### src/rtl/jump_pkg.sv
// Shared types for branch resolution: condition codes, sequencer states and
// the architectural flag register layout.
package jump_pkg;

    typedef enum logic [3:0] {
        COND_JMP  = 4'd0,
        COND_JZ   = 4'd1,
        COND_JB   = 4'd2,
        COND_JBE  = 4'd3,
        COND_JA   = 4'd4,
        COND_JAE  = 4'd5,
        COND_JG   = 4'd6,
        COND_JGE  = 4'd7,
        COND_JL   = 4'd8,
        COND_JLE  = 4'd9,
        COND_JNZ  = 4'd10,
        COND_NV11 = 4'd11,
        COND_NV12 = 4'd12,
        COND_NV13 = 4'd13,
        COND_NV14 = 4'd14,
        COND_NV15 = 4'd15
    } cond_e;

    typedef enum logic [1:0] {
        ST_IDLE  = 2'd0,
        ST_WAIT  = 2'd1,
        ST_EVAL  = 2'd2,
        ST_FLUSH = 2'd3
    } state_e;

    // Bit order matches the exported {OF,SF,CF,ZF} flag vector.
    typedef struct packed {
        logic of;
        logic sf;
        logic cf;
        logic zf;
    } flags_t;

endpackage

### src/rtl/jump_cond_eval.sv
// Combinational condition evaluator: decides whether a branch with the given
// condition code is taken under the given flags.
module jump_cond_eval
    import jump_pkg::*;
(
    input  cond_e  cond,
    input  flags_t flags,
    output logic   taken
);

    always_comb begin
        // NOTE: default first so every path assigns taken; otherwise a latch is inferred.
        taken = 1'b0;
        case (cond)
            COND_JMP: taken = 1'b1;
            COND_JZ:  taken = flags.zf;
            COND_JB:  taken = flags.cf;
            COND_JBE: taken = flags.cf | flags.zf;
            COND_JA:  taken = ~flags.cf & ~flags.zf;
            COND_JAE: taken = ~flags.cf;
            COND_JG:  taken = ~flags.zf & (flags.sf == flags.of);
            COND_JGE: taken = (flags.sf == flags.of);
            COND_JL:  taken = (flags.sf != flags.of);
            COND_JLE: taken = flags.zf | (flags.sf != flags.of);
            COND_JNZ: taken = ~flags.zf;
            default:  taken = 1'b0;
        endcase
    end

endmodule

### src/rtl/branch_sequencer.sv
// Branch sequencer: holds the flag register, accepts one branch at a time,
// waits for in-flight flags, resolves the condition and drives PC load/flush.
module branch_sequencer
    import jump_pkg::*;
#(
    parameter int ADDR_WIDTH   = 16,
    parameter int FLUSH_CYCLES = 2,
    parameter int WAIT_LIMIT   = 15
) (
    input  logic                  clk,
    input  logic                  reset_n,
    input  logic                  flags_valid,
    input  logic                  alu_zero,
    input  logic                  alu_carry,
    input  logic                  alu_sign,
    input  logic                  alu_overflow,
    input  logic                  flags_pending,
    input  logic                  br_valid,
    input  logic [3:0]            br_cond,
    input  logic [ADDR_WIDTH-1:0] br_target,
    output logic                  br_ready,
    output logic                  stall,
    output logic                  pc_load,
    output logic [ADDR_WIDTH-1:0] pc_target,
    output logic                  flush,
    output logic [3:0]            flags_out,
    output logic                  timeout_err
);

    localparam int WAIT_W  = $clog2(WAIT_LIMIT + 1);
    localparam int FLUSH_W = $clog2(FLUSH_CYCLES + 1);

    state_e                state_q, state_d;
    cond_e                 cond_q, cond_d;
    flags_t                flags_q, flags_d;
    logic [ADDR_WIDTH-1:0] pc_target_q, pc_target_d;
    logic [WAIT_W-1:0]     wait_cnt_q, wait_cnt_d;
    logic [FLUSH_W-1:0]    flush_cnt_q, flush_cnt_d;
    logic                  timeout_q, timeout_d;
    logic                  br_ready_q, br_ready_d;
    logic                  stall_q, stall_d;
    logic                  pc_load_q, pc_load_d;
    logic                  flush_q, flush_d;
    logic                  taken_next;

    always_comb begin
        flags_d = flags_q;
        if (flags_valid) begin
            flags_d = '{of: alu_overflow, sf: alu_sign, cf: alu_carry, zf: alu_zero};
        end
    end

    always_comb begin
        state_d     = state_q;
        cond_d      = cond_q;
        pc_target_d = pc_target_q;
        wait_cnt_d  = wait_cnt_q;
        flush_cnt_d = flush_cnt_q;
        timeout_d   = timeout_q;

        unique case (state_q)
            ST_IDLE: begin
                if (br_valid) begin
                    cond_d      = cond_e'(br_cond);
                    pc_target_d = br_target;
                    if (flags_pending && !flags_valid) begin
                        state_d    = ST_WAIT;
                        wait_cnt_d = '0;
                    end else begin
                        state_d = ST_EVAL;
                    end
                end
            end
            ST_WAIT: begin
                if (flags_valid) begin
                    state_d = ST_EVAL;
                end else if (wait_cnt_q == WAIT_W'(WAIT_LIMIT - 1)) begin
                    state_d   = ST_IDLE;
                    timeout_d = 1'b1;
                end else begin
                    wait_cnt_d = wait_cnt_q + WAIT_W'(1);
                end
            end
            ST_EVAL: begin
                // The taken decision was resolved on entry and is held in pc_load_q.
                if (pc_load_q) begin
                    state_d     = ST_FLUSH;
                    flush_cnt_d = FLUSH_W'(FLUSH_CYCLES - 1);
                end else begin
                    state_d = ST_IDLE;
                end
            end
            ST_FLUSH: begin
                if (flush_cnt_q == '0) begin
                    state_d = ST_IDLE;
                end else begin
                    flush_cnt_d = flush_cnt_q - FLUSH_W'(1);
                end
            end
            default: state_d = ST_IDLE;
        endcase
    end

    // Evaluating against next-cycle condition and flags lets pc_load be a flop
    // that is high exactly during EVAL, including when flags arrive with the accept.
    jump_cond_eval u_cond_eval (
        .cond  (cond_d),
        .flags (flags_d),
        .taken (taken_next)
    );

    always_comb begin
        br_ready_d = (state_d == ST_IDLE);
        stall_d    = (state_d == ST_WAIT) || (state_d == ST_EVAL);
        flush_d    = (state_d == ST_FLUSH);
        pc_load_d  = (state_d == ST_EVAL) && taken_next;
    end

    always_ff @(posedge clk or negedge reset_n) begin
        if (!reset_n) begin
            state_q     <= ST_IDLE;
            cond_q      <= COND_JMP;
            flags_q     <= '0;
            pc_target_q <= '0;
            wait_cnt_q  <= '0;
            flush_cnt_q <= '0;
            timeout_q   <= 1'b0;
            br_ready_q  <= 1'b1;
            stall_q     <= 1'b0;
            pc_load_q   <= 1'b0;
            flush_q     <= 1'b0;
        end else begin
            // NOTE: non-blocking so every flop samples pre-edge values regardless of order.
            state_q     <= state_d;
            cond_q      <= cond_d;
            flags_q     <= flags_d;
            pc_target_q <= pc_target_d;
            wait_cnt_q  <= wait_cnt_d;
            flush_cnt_q <= flush_cnt_d;
            timeout_q   <= timeout_d;
            br_ready_q  <= br_ready_d;
            stall_q     <= stall_d;
            pc_load_q   <= pc_load_d;
            flush_q     <= flush_d;
        end
    end

    assign br_ready    = br_ready_q;
    assign stall       = stall_q;
    assign pc_load     = pc_load_q;
    assign flush       = flush_q;
    assign pc_target   = pc_target_q;
    assign flags_out   = flags_q;
    assign timeout_err = timeout_q;

endmodule

### config.mk
export PLATFORM = sky130hd
export DESIGN_NAME = branch_sequencer
export DESIGN_NICKNAME = d
export VERILOG_FILES = /design/src/rtl/jump_pkg.sv /design/src/rtl/jump_cond_eval.sv /design/src/rtl/branch_sequencer.sv
export SDC_FILE = /design/constraint.sdc
export NUM_CORES = 1
export LEC_CHECK = 0
export CAP_MARGIN = 20
export CORE_MARGIN = 2
export CORE_UTILIZATION = 25
export CTS_CLUSTER_SIZE = 28
export DETAILED_ROUTE_END_ITERATION = 10
export PLACE_DENSITY_LB_ADDON = 0.25
export SLEW_MARGIN = 25
export SYNTH_ARGS = -nofsm -noshare
export SYNTH_HDL_FRONTEND = slang
export SYNTH_SLANG_ARGS = --single-unit
### constraint.sdc
create_clock -name clk -period 4.4 [get_ports clk]
set_input_delay 0.88 -clock clk [delete_from_list [all_inputs] [get_ports clk]]
set_output_delay 0.88 -clock clk [all_outputs]
set_load 0.03 [all_outputs]
==> results of run 1 <==
flip-flops by register name, summed over array words and instances, names as in the netlist:
register / flops
pc_target: 16
cond_q: 4
flags_out: 4
wait_cnt_q: 4
flush_cnt_q: 2
state_q: 2
br_ready: 1
flush: 1
pc_load: 1
stall: 1
timeout_err: 1
worst max-delay path, delay by kind of cell:
| kind | cells | cell delay [ns] |
|---|---|---|
| AOI/OAI and AO/OA | 2 | 0.20 |
| adders and majority gates | 1 | 0.22 |
| buffers and inverters | 2 | 0.59 |
| and+or+nand+nor | 4 | 1.04 |
path summary, 6_finish.rpt:
kind,from,to,slack (ns)
setup reg to reg,state_q[0]$_DFF_PN0_,pc_load$_DFF_PN0_,2.17
hold reg to reg,timeout_err$_DFFE_PN0P_,timeout_err$_DFFE_PN0P_,0.48
hold / removal,timeout_err$_DFFE_PN0P_,timeout_err$_DFFE_PN0P_,0.48
setup / recovery,br_valid,pc_load$_DFF_PN0_,1.61
max in group asynchronous,reset_n,flush_cnt_q[0]$_DFFE_PN0P_,3.18
min in group asynchronous,reset_n,flush$_DFF_PN0_,0.69
cell usage in the layout (no fill, tap or decap):
cell type	count
nor3b_2	1
nor2_1	5
o221ai_1	1
nor4b_2	1
and4bb_2	1
a2111oi_0	1
nor2b_1	1
or3b_4	1
bufinv_16	1
nor3_1	2
nor3b_4	1
nor3b_1	3
and2_1	1
mux2_2	4
o31ai_1	2
xor2_1	4
dfrtp_1	36
nor4_1	2
o21ai_1	2
clkbuf_1	1
clkbuf_8	6
mux2i_1	6
buf_4	1
ha_1	6
o22ai_1	1
buf_2	1
nand3_1	1
a21oi_2	1
inv_1	11
a21oi_1	2
dfstp_2	1
a41o_1	1
nand4_1	1
a2bb2oi_1	1
nand2_1	57
a211oi_1	1
clkdlybuf4s50_1	52
o21a_1	2
o21ai_0	4
area by class of cell:
cell class                 count  area (um2)
fill                         699        4320
sequential                    37         927
multi-input combinational    117         716
timing repair buffer          54         533
tap                           80         100
clock buffer                   7        86.3
inverter                      11        41.3
clock inverter                 1        30.0
through the flow:
stage	area [um2]	utilization	power [W]	hold WS [ns]
6_report	2430	0.360	0.00161	0.480
5_1_grt	2430	0.360	0.00172	0.509
4_1_cts	2430	0.360	0.00163	0.489
3_5_place_dp	2320	0.343	0.00131	0.463
3_3_place_gp	2320	0.343	0.00131	0.463
2_1_floorplan	1740	-	0.00104	0.491
logic make-up after synthesis:
group,count (synthesis),synth area share
and+or+nand+nor,78,0.214
DFF,37,0.533
AOI/OAI and AO/OA,19,0.0742
buffers and inverters,18,0.0547
muxes,10,0.0605
adders and majority gates,6,0.0432
xor gates and xnor gates,4,0.0202
power breakdown:
group / total [W] / leakage, nW / switching, W / internal (W)
clock: 0.000303 / 0.0585 / 0.000118 / 0.000185
sequential: 0.000579 / 0.459 / 0.000103 / 0.000477
combinational: 0.000723 / 0.613 / 0.000419 / 0.000304
routing by layer:
metal  global-route usage  up-vias  wire, um
li1                     -      671         -
met4               0.0336        0        23
met5                    0        -         0
met1                0.156      600      1980
met3               0.0464        2       320
met2                0.169       44      1760
==> summary.txt, run 1 <==
Timing
  – Period utilisation layout: 0.634
  – Unrepaired setup endpoints after global routing: false
  – Worst-case clock skew: 0.00336 ns
  – Final Max Slew Viols: 0
  – Setup-failing EPs final: 0
  – Max transition margin: 0.450
  – Worst slew pin tran: 0.826 ns
  – Fmax: 359 MHz
  – Setup TNS: 0 ns
  – Fin crit period: 2.79 ns
  – Final Hold Viols: 0
  – Final WS setup: 1.61 ns

Setup path
  – Slowest CP cell: or3b_4
  – CP Cell Sequence: clkdlybuf4s50_1 > or3b_4 > nor3b_2 > nor2_1 > nand2_1 > inv_1 > ha_1 > o31ai_1 > o31ai_1
  – Worst Path Required: 4.55 ns
  – Worst-path maximum fanout: 21
  – Worst R2R Path Depth: 8
  – Most frequent CP cell: o31ai_1
  – Crit Path Class: in -> reg
  – Worst setup EP type: register
  – Crit path DAT: approximately 3 ns
  – CP Launch Type: input pin
  – Max incr delay on CP: 0.53 ns

Drt
  – Vias per cell: 4.29
  – Avg WL per Cell: 13.3 um
  – 1st-iter DRT viols: 70
  – Final ANT Viol Nets: 0
  – # DRC: 0
  – Drt first pass iters: 4
  – Via count: between 1,000 and 1,500
  – Drt total wl: between 4 and 5 mm

Synthesis
  – Post-Syn Instances: 172
  – Post-synth cell types: 37
  – Post-synth EDFFs: 0
  – Top cells by count, synth: nand2_1 (57), dfrtp_1 (36), inv_1 (11)
  – Leading area contributor after synthesis: dfrtp_1
  – Register area share after synthesis: 0.533
  – Area contributors post-synth: dfrtp_1 (52%), nand2_1 (12%), ha_1 (4.3%), mux2i_1 (3.5%), mux2_2 (2.6%)
  – Mapped cell area: 1740 um2
  – Syn_area_per_cell: 10.1 um2
  – Net count after synthesis: slightly above 200
  – Async S/R FF share, synth: 1.00
  – Synth Flop Type: dfrtp_1
  – Yosys top cell area share: 0.518
  – Top-count cell post-synth: nand2_1
  – #FFs+latches synth: 37
  – Synth Warn #: 0

Global routing
  – Global-route wire length before repair: roughly 7 mm
  – Initial antenna violation count: 0
  – Largest net degree at the start of global routing: 38
  – Global Route Usage Sum: 0.115
  – Overflow after GRT: 0
  – Vias in the first global route: 1,437

Floorplanning
  – Die area: about 7600 um2
  – Die X: 87.4 um
  – Core box area: between 6000 and 7000 um2
  – Rows: 30
  – Die Span Y: 87.4 um
  – Starting Density: 0.257
  – I/O Pins: 54

Finish
  – Nets: 261
  – Finished Layout Cells: 307
  – Layout cells sized above 1: 0.0881
  – # diodes: 0
  – Area grow syn2layout: 40.0%

Clock network
  – Post-CTS setup buffers: 0
  – Clock tree buffer depth: 2
  – Clock sinks: 37
  – Worst-Skew Late Latency: approximately 0.28 ns
  – CTS H-tree lvls: 2
  – Clk root buf: clkbuf_8
  – Post-CTS sizing: 0
  – Hold-fix buffers at CTS: 0
  – CTS tree: built
  – Clock buffer count from CTS: 5
  – Clock Pin Slew Worst Setup and Hold Paths: 0.07 ns

Pwr
  – Cell Pwr Density: 660 nW/um2
  – Peak VDD IR: 0.000318 V
  – Leak: 1.13 nW

Placed design
  – Dpl cells: roughly 300
  – IO Port Bufs: 53
  – Dpl hpwl: 2.85 mm
  – Pre-CTS setup slack: 1.37 ns
  – Global placement routability congestion: approximately 0.8

Run
  – Max Cap Viol: 0

Status
  – Outcome: finished clean

Worst hold path
  – Hold Path Depth: 1
  – Hold WC Path Type: reg -> reg
(Power assumes the default switching activity.)
==> run 2: changes to the inputs <==
==> constraint.sdc (replaced) <==
create_clock -name clk -period 2.4 [get_ports clk]
set_input_delay 0.48 -clock clk [delete_from_list [all_inputs] [get_ports clk]]
set_output_delay 0.48 -clock clk [all_outputs]
set_load 0.03 [all_outputs]
==> run 2 against run 1 <==
Non-clock buffer count rose by 12. Sequential power rose by 81%. Utilization rose by 1.0 points. Flip-flop and latch count did not move. Sequential share of layout area fell by 1.0 points. Register-to-register slack got worse by 1.8 ns. Highest routed layer unchanged. Combinational power rose by 92%.
==> summary.txt, run 2 (same netlist as run 1, synthesis figures left out) <==
Clock network
  – Hold-fix buffers at CTS: 0
  – Clock Pin Slew Worst Setup and Hold Paths: 0.08 ns
  – CTS tree: built
  – Clock sinks: 37
  – Clk root buf: clkbuf_8
  – Worst-Skew Late Latency: 0.29 ns
  – Post-CTS sizing: 0
  – Post-CTS setup buffers: 0
  – CTS H-tree lvls: 2
  – Clock tree buffer depth: 2
  – Clock buffer count from CTS: 5

Run
  – Max Cap Viol: 0

Setup path
  – Worst R2R Path Depth: 7
  – Crit path DAT: roughly 2.3 ns
  – Worst Path Required: 2.56 ns
  – Reg-to-Reg Start: state_q[0]$_DFF_PN0_
  – Worst-path maximum fanout: 19
  – CP Launch Type: input pin
  – Worst setup EP type: register
  – Crit Path Class: in -> reg
  – Critical Path Start: br_valid

Timing
  – Fin Hold WS: 0.297 ns
  – Max transition margin: 0.432
  – Worst slew pin tran: 0.853 ns
  – Fmax: 465 MHz
  – Setup-failing EPs final: 0
  – Worst-case clock skew: 0.00533 ns
  – Final Hold Viols: 0
  – Unrepaired setup endpoints after global routing: false
  – Final Max Slew Viols: 0
  – Period utilisation layout: 0.896
  – Fin crit period: about 2.2 ns

Pwr
  – Design Power: around 0.0029 W
  – Switching share of total power: 0.409
  – Power Internal: ~0.0017 W
  – Combinational power share: 0.479
  – Net Switching: 0.00119 W
  – Leak: about 1.2 nW
  – Cell Pwr Density: 1160 nW/um2
  – Clk pwr share: 0.159
  – Peak VDD IR: 0.000533 V
  – Sequential Power Share: 0.362

Global routing
  – GRT busiest layer: met2
  – Global-route wire length before repair: approximately 6.8 mm
  – Initial antenna violation count: 0
  – Grt met1 use: 0.154
  – Overflow after GRT: 0
  – Largest net degree at the start of global routing: 38
  – Global Route Usage Sum: 0.114
  – Vias in the first global route: 1,419
  – Grt met2 use: 0.165
  – GR Layer Usage met3: 0.0464

Finish
  – Layout cells sized above 1: 0.134
  – Core Util, Final: 0.370
  – Commonest non-fill, non-tap cell in the layout: nand2_1
  – Nets: 273
  – # diodes: 0
  – Area grow syn2layout: 43.9%
  – Largest register FFs: 16
  – Most frequent cells in the layout: nand2_1 (57), clkdlybuf4s50_1 (52), dfrtp_1 (36)

Drt
  – Drt first pass iters: 4
  – Via count: 1,360
  – Vias per cell: 4.26
  – Final ANT Viol Nets: 0
  – Avg WL per Cell: 12.6 um
  – # DRC: 0
  – Drt total wl: 4.02 mm
  – 1st-iter DRT viols: 79

Floorplanning
  – Die X: 87.4 um
  – Die Span Y: 87.4 um
  – Starting Density: 0.257
  – Die area: 7630 um2
  – Core box area: 6760 um2
  – Rows: 30
  – I/O Pins: 54

Worst hold path
  – Hold WC Path Type: in -> async

Placed design
  – Global placement routability congestion: a little over 0.8
  – Dpl hpwl: 2.88 mm
  – IO Port Bufs: 53

Status
  – Outcome: finished clean
[run 2: area by class of cell]
cell class                 count  area [um2]
fill                         682        4260
sequential                    37         927
multi-input combinational    117         716
timing repair buffer          66         623
tap                           80         100
clock buffer                   7        86.3
inverter                      11        41.3
clock inverter                 1        7.51
[run 2: final timing paths]
| kind | end | slack [ns] |
|---|---|---|
| worst max-delay path | pc_load$_DFF_PN0_ | 0.25 |
| worst min-delay path | cond_q[1]$_DFF_PN0_ | 0.30 |
| worst max register to register | pc_load$_DFF_PN0_ | 0.41 |
| worst min register to register | pc_target[15]$_DFFE_PN0P_ | 0.47 |
| max in group asynchronous | pc_target[7]$_DFFE_PN0P_ | 1.57 |
| min in group clk | pc_target[15]$_DFFE_PN0P_ | 0.47 |
[run 2: per-stage QoR]
step	std cells	instance area, um2	setup slack (ns)	TNS (ns)
after global routing	319	2500	0.0785	0
after floorplan	172	1740	0.452	0
after global placement	311	2410	-0.0147	-0.0147
after CTS	319	2500	0.230	0
final	319	2500	0.250	0
after detailed placement	311	2410	-0.0474	-0.0474
[run 2: power by group through the flow]
stage	Sequential, W	Clock [W]	Combinational, W
final	0.00105	0.000463	0.00139
after global routing	0.00109	0.000505	0.00153
after CTS	0.00106	0.000480	0.00141
after detailed placement	0.00106	0	0.00141
after global placement	0.00107	0	0.00139
after floorplan	0.00133	0	0.000576
[run 2: worst max-delay path: stages]
cell and delay (ns):
clkdlybuf4s50_1 0.52, nor3b_4 0.26, buf_4 0.28, mux2i_1 0.21, buf_4 0.15, nor4b_2 0.04
o31ai_1 0.25, o31ai_1 0.11
[run 2: routing by layer]
metal,routed length (um),vias up
li1,-,697
met1,1980,615
met2,1700,43
met3,300,5
met4,44,0
met5,0,-
==> run 3: changes to the inputs <==
--- a/config.mk
+++ b/config.mk
@@ -6,7 +6,6 @@
 export NUM_CORES = 1
 export LEC_CHECK = 0
 export CAP_MARGIN = 20
-export CORE_MARGIN = 2
 export CORE_UTILIZATION = 25
 export CTS_CLUSTER_SIZE = 28
 export DETAILED_ROUTE_END_ITERATION = 10
==> constraint.sdc (replaced) <==
create_clock -name clk -period 2.4 [get_ports clk]
set_input_delay 0.24 -clock clk [delete_from_list [all_inputs] [get_ports clk]]
set_output_delay 0.24 -clock clk [all_outputs]
set_load 0.03 [all_outputs]
==> run 3 against run 2 <==
Global-route usage rose by 0.19 points. Final cell count shrank 2.8%. Highest routed layer unchanged. Largest cell class unchanged. Sequential share of layout area is 1.2 points higher. Hold slack lost 0.26 ns. Final area fell by 3.2%. Wire length decreased by 4.1%. Clock power down 9.1%. Clock skew increased by 0.0027 ns.
==> summary.txt, run 3 (same netlist as run 1, synthesis figures left out) <==
Pwr
  – Power Internal: around 0.0016 W
  – Sequential Power Share: 0.374
  – Leak: between 1 and 1.5 nW
  – Clk pwr share: 0.149
  – Cell Pwr Density: 1170 nW/um2
  – Switching share of total power: 0.416
  – Net Switching: 0.00117 W
  – Combinational power share: 0.477
  – Peak VDD IR: ~0.00044 V

Floorplanning
  – Core box area: between 6000 and 7000 um2
  – I/O Pins: 54
  – Die Span Y: 85.4 um
  – Die X: 85.4 um
  – Starting Density: 0.257
  – Rows: 30
  – Die area: 7290 um2

Clock network
  – Worst-Skew Late Latency: 0.29 ns
  – Post-CTS setup buffers: 0
  – Post-CTS sizing: 0
  – Clk root buf: clkbuf_8
  – Clock sinks: 37
  – Clock Pin Slew Worst Setup and Hold Paths: 0.08 ns
  – Clock tree buffer depth: 2
  – CTS H-tree lvls: 2
  – CTS tree: built
  – Clock buffer count from CTS: 5
  – Hold-fix buffers at CTS: 0

Global routing
  – Vias in the first global route: 1,406
  – GRT busiest layer: met2
  – GR Layer Usage met3: 0.0554
  – Global Route Usage Sum: 0.116
  – Grt met1 use: 0.154
  – Largest net degree at the start of global routing: 38
  – Initial antenna violation count: 0
  – Overflow after GRT: 0
  – Global-route wire length before repair: 6.56 mm
  – Grt met2 use: 0.167

Setup path
  – Crit Path Class: reg -> reg
  – CP Launch Type: register
  – Crit path DAT: 2.18 ns
  – Worst R2R Path Depth: 8
  – Critical Path Start: state_q[0]$_DFF_PN0_
  – Reg-to-Reg Start: state_q[0]$_DFF_PN0_
  – Worst setup EP type: register
  – Worst-path maximum fanout: 10
  – Worst Path Required: between 2 and 3 ns

Drt
  – Drt first pass iters: 4
  – Final ANT Viol Nets: 0
  – # DRC: 0
  – Drt total wl: 3.86 mm
  – Vias per cell: approximately 4.4
  – 1st-iter DRT viols: 43
  – Avg WL per Cell: between 10 and 15 um
  – Via count: 1,360

Timing
  – Fmax: 494 MHz
  – Setup TNS: 0 ns
  – Worst-case clock skew: 0.00805 ns
  – Max transition margin: 0.453
  – Setup-failing EPs final: 0
  – Period utilisation layout: 0.844
  – Worst slew pin tran: 0.820 ns
  – Final Max Slew Viols: 0
  – Unrepaired setup endpoints after global routing: false
  – Fin crit period: about 2 ns
  – Final Hold Viols: 0

Finish
  – Design Area, Final: 2420 um2
  – Footprint of the multi-input gates: approximately 700 um2
  – Most frequent cells in the layout: nand2_1 (57), clkdlybuf4s50_1 (52), dfrtp_1 (36)
  – # diodes: 0
  – Filler cell count: 705
  – FF/Latch Area: 927 um2
  – Layout cells sized above 1: 0.100
  – Area grow syn2layout: 39.4%
  – Commonest non-fill, non-tap cell in the layout: nand2_1
  – Nets: 264
  – Largest register FFs: 16

Worst hold path
  – Hold WC Path Type: in -> async

Placed design
  – Placement-stage cell area: roughly 2300 um2
  – Global placement routability congestion: roughly 0.9
  – IO Port Bufs: 53
  – Dpl hpwl: 2.76 mm

Run
  – Max Cap Viol: 0

Status
  – Outcome: finished clean
[run 3: final cells by class]
| class | count | area share |
|---|---|---|
| Inverter | 11 | 0.0170 |
| Sequential cell | 37 | 0.383 |
| Timing Repair Buffer | 57 | 0.229 |
| Clock buffer | 6 | 0.0300 |
| Tap cell | 80 | 0.0413 |
| Clock inverter | 2 | 0.00413 |
| Multi-Input combinational cell | 117 | 0.295 |
[run 3: per-stage QoR]
step,utilization,cells,worst slack (ns),total power [W],hold slack (ns)
floorplan,-,172,0.452,0.00191,-0.0556
detailed placement,0.346,302,0.178,0.00242,0.403
finish,0.359,310,0.374,0.00282,0.0384
global route,0.359,310,0.226,0.00304,0.106
global placement,0.346,302,0.194,0.00243,0.397
CTS,0.359,310,0.384,0.00286,0.0747
[run 3: critical path: stages (launching register included)]
cell and delay [ns]:
dfrtp_1 0.52, or3b_4 0.46, nor3b_2 0.22, nor2_1 0.10, nand2_1 0.13, inv_1 0.08
ha_1 0.21, o31ai_1 0.07, o31ai_1 0.11
[run 3: power by group through the flow]
stage	logic [W]	clock network, W	registers [W]
after CTS	0.00136	0.000442	0.00106
final	0.00135	0.000421	0.00106
after global placement	0.00136	0	0.00107
after detailed placement	0.00136	0	0.00106
after global routing	0.00148	0.000467	0.00110
after floorplan	0.000576	0	0.00133
[run 3: metal layers]
layer	up-vias	wire [um]
li1	678	-
met1	626	1790
met2	51	1650
met3	5	383
met4	0	36
met5	-	0
[run 3: path summary, 6_finish.rpt]
| path | to | slack, ns |
|---|---|---|
| min in group clk | pc_target[13]$_DFFE_PN0P_ | 0.47 |
| max in group asynchronous | state_q[0]$_DFF_PN0_ | 1.84 |
| setup reg to reg | pc_load$_DFF_PN0_ | 0.37 |
| hold reg to reg | pc_target[7]$_DFFE_PN0P_ | 0.48 |
| setup / recovery | pc_load$_DFF_PN0_ | 0.37 |
| hold / removal | pc_target[13]$_DFFE_PN0P_ | 0.04 |
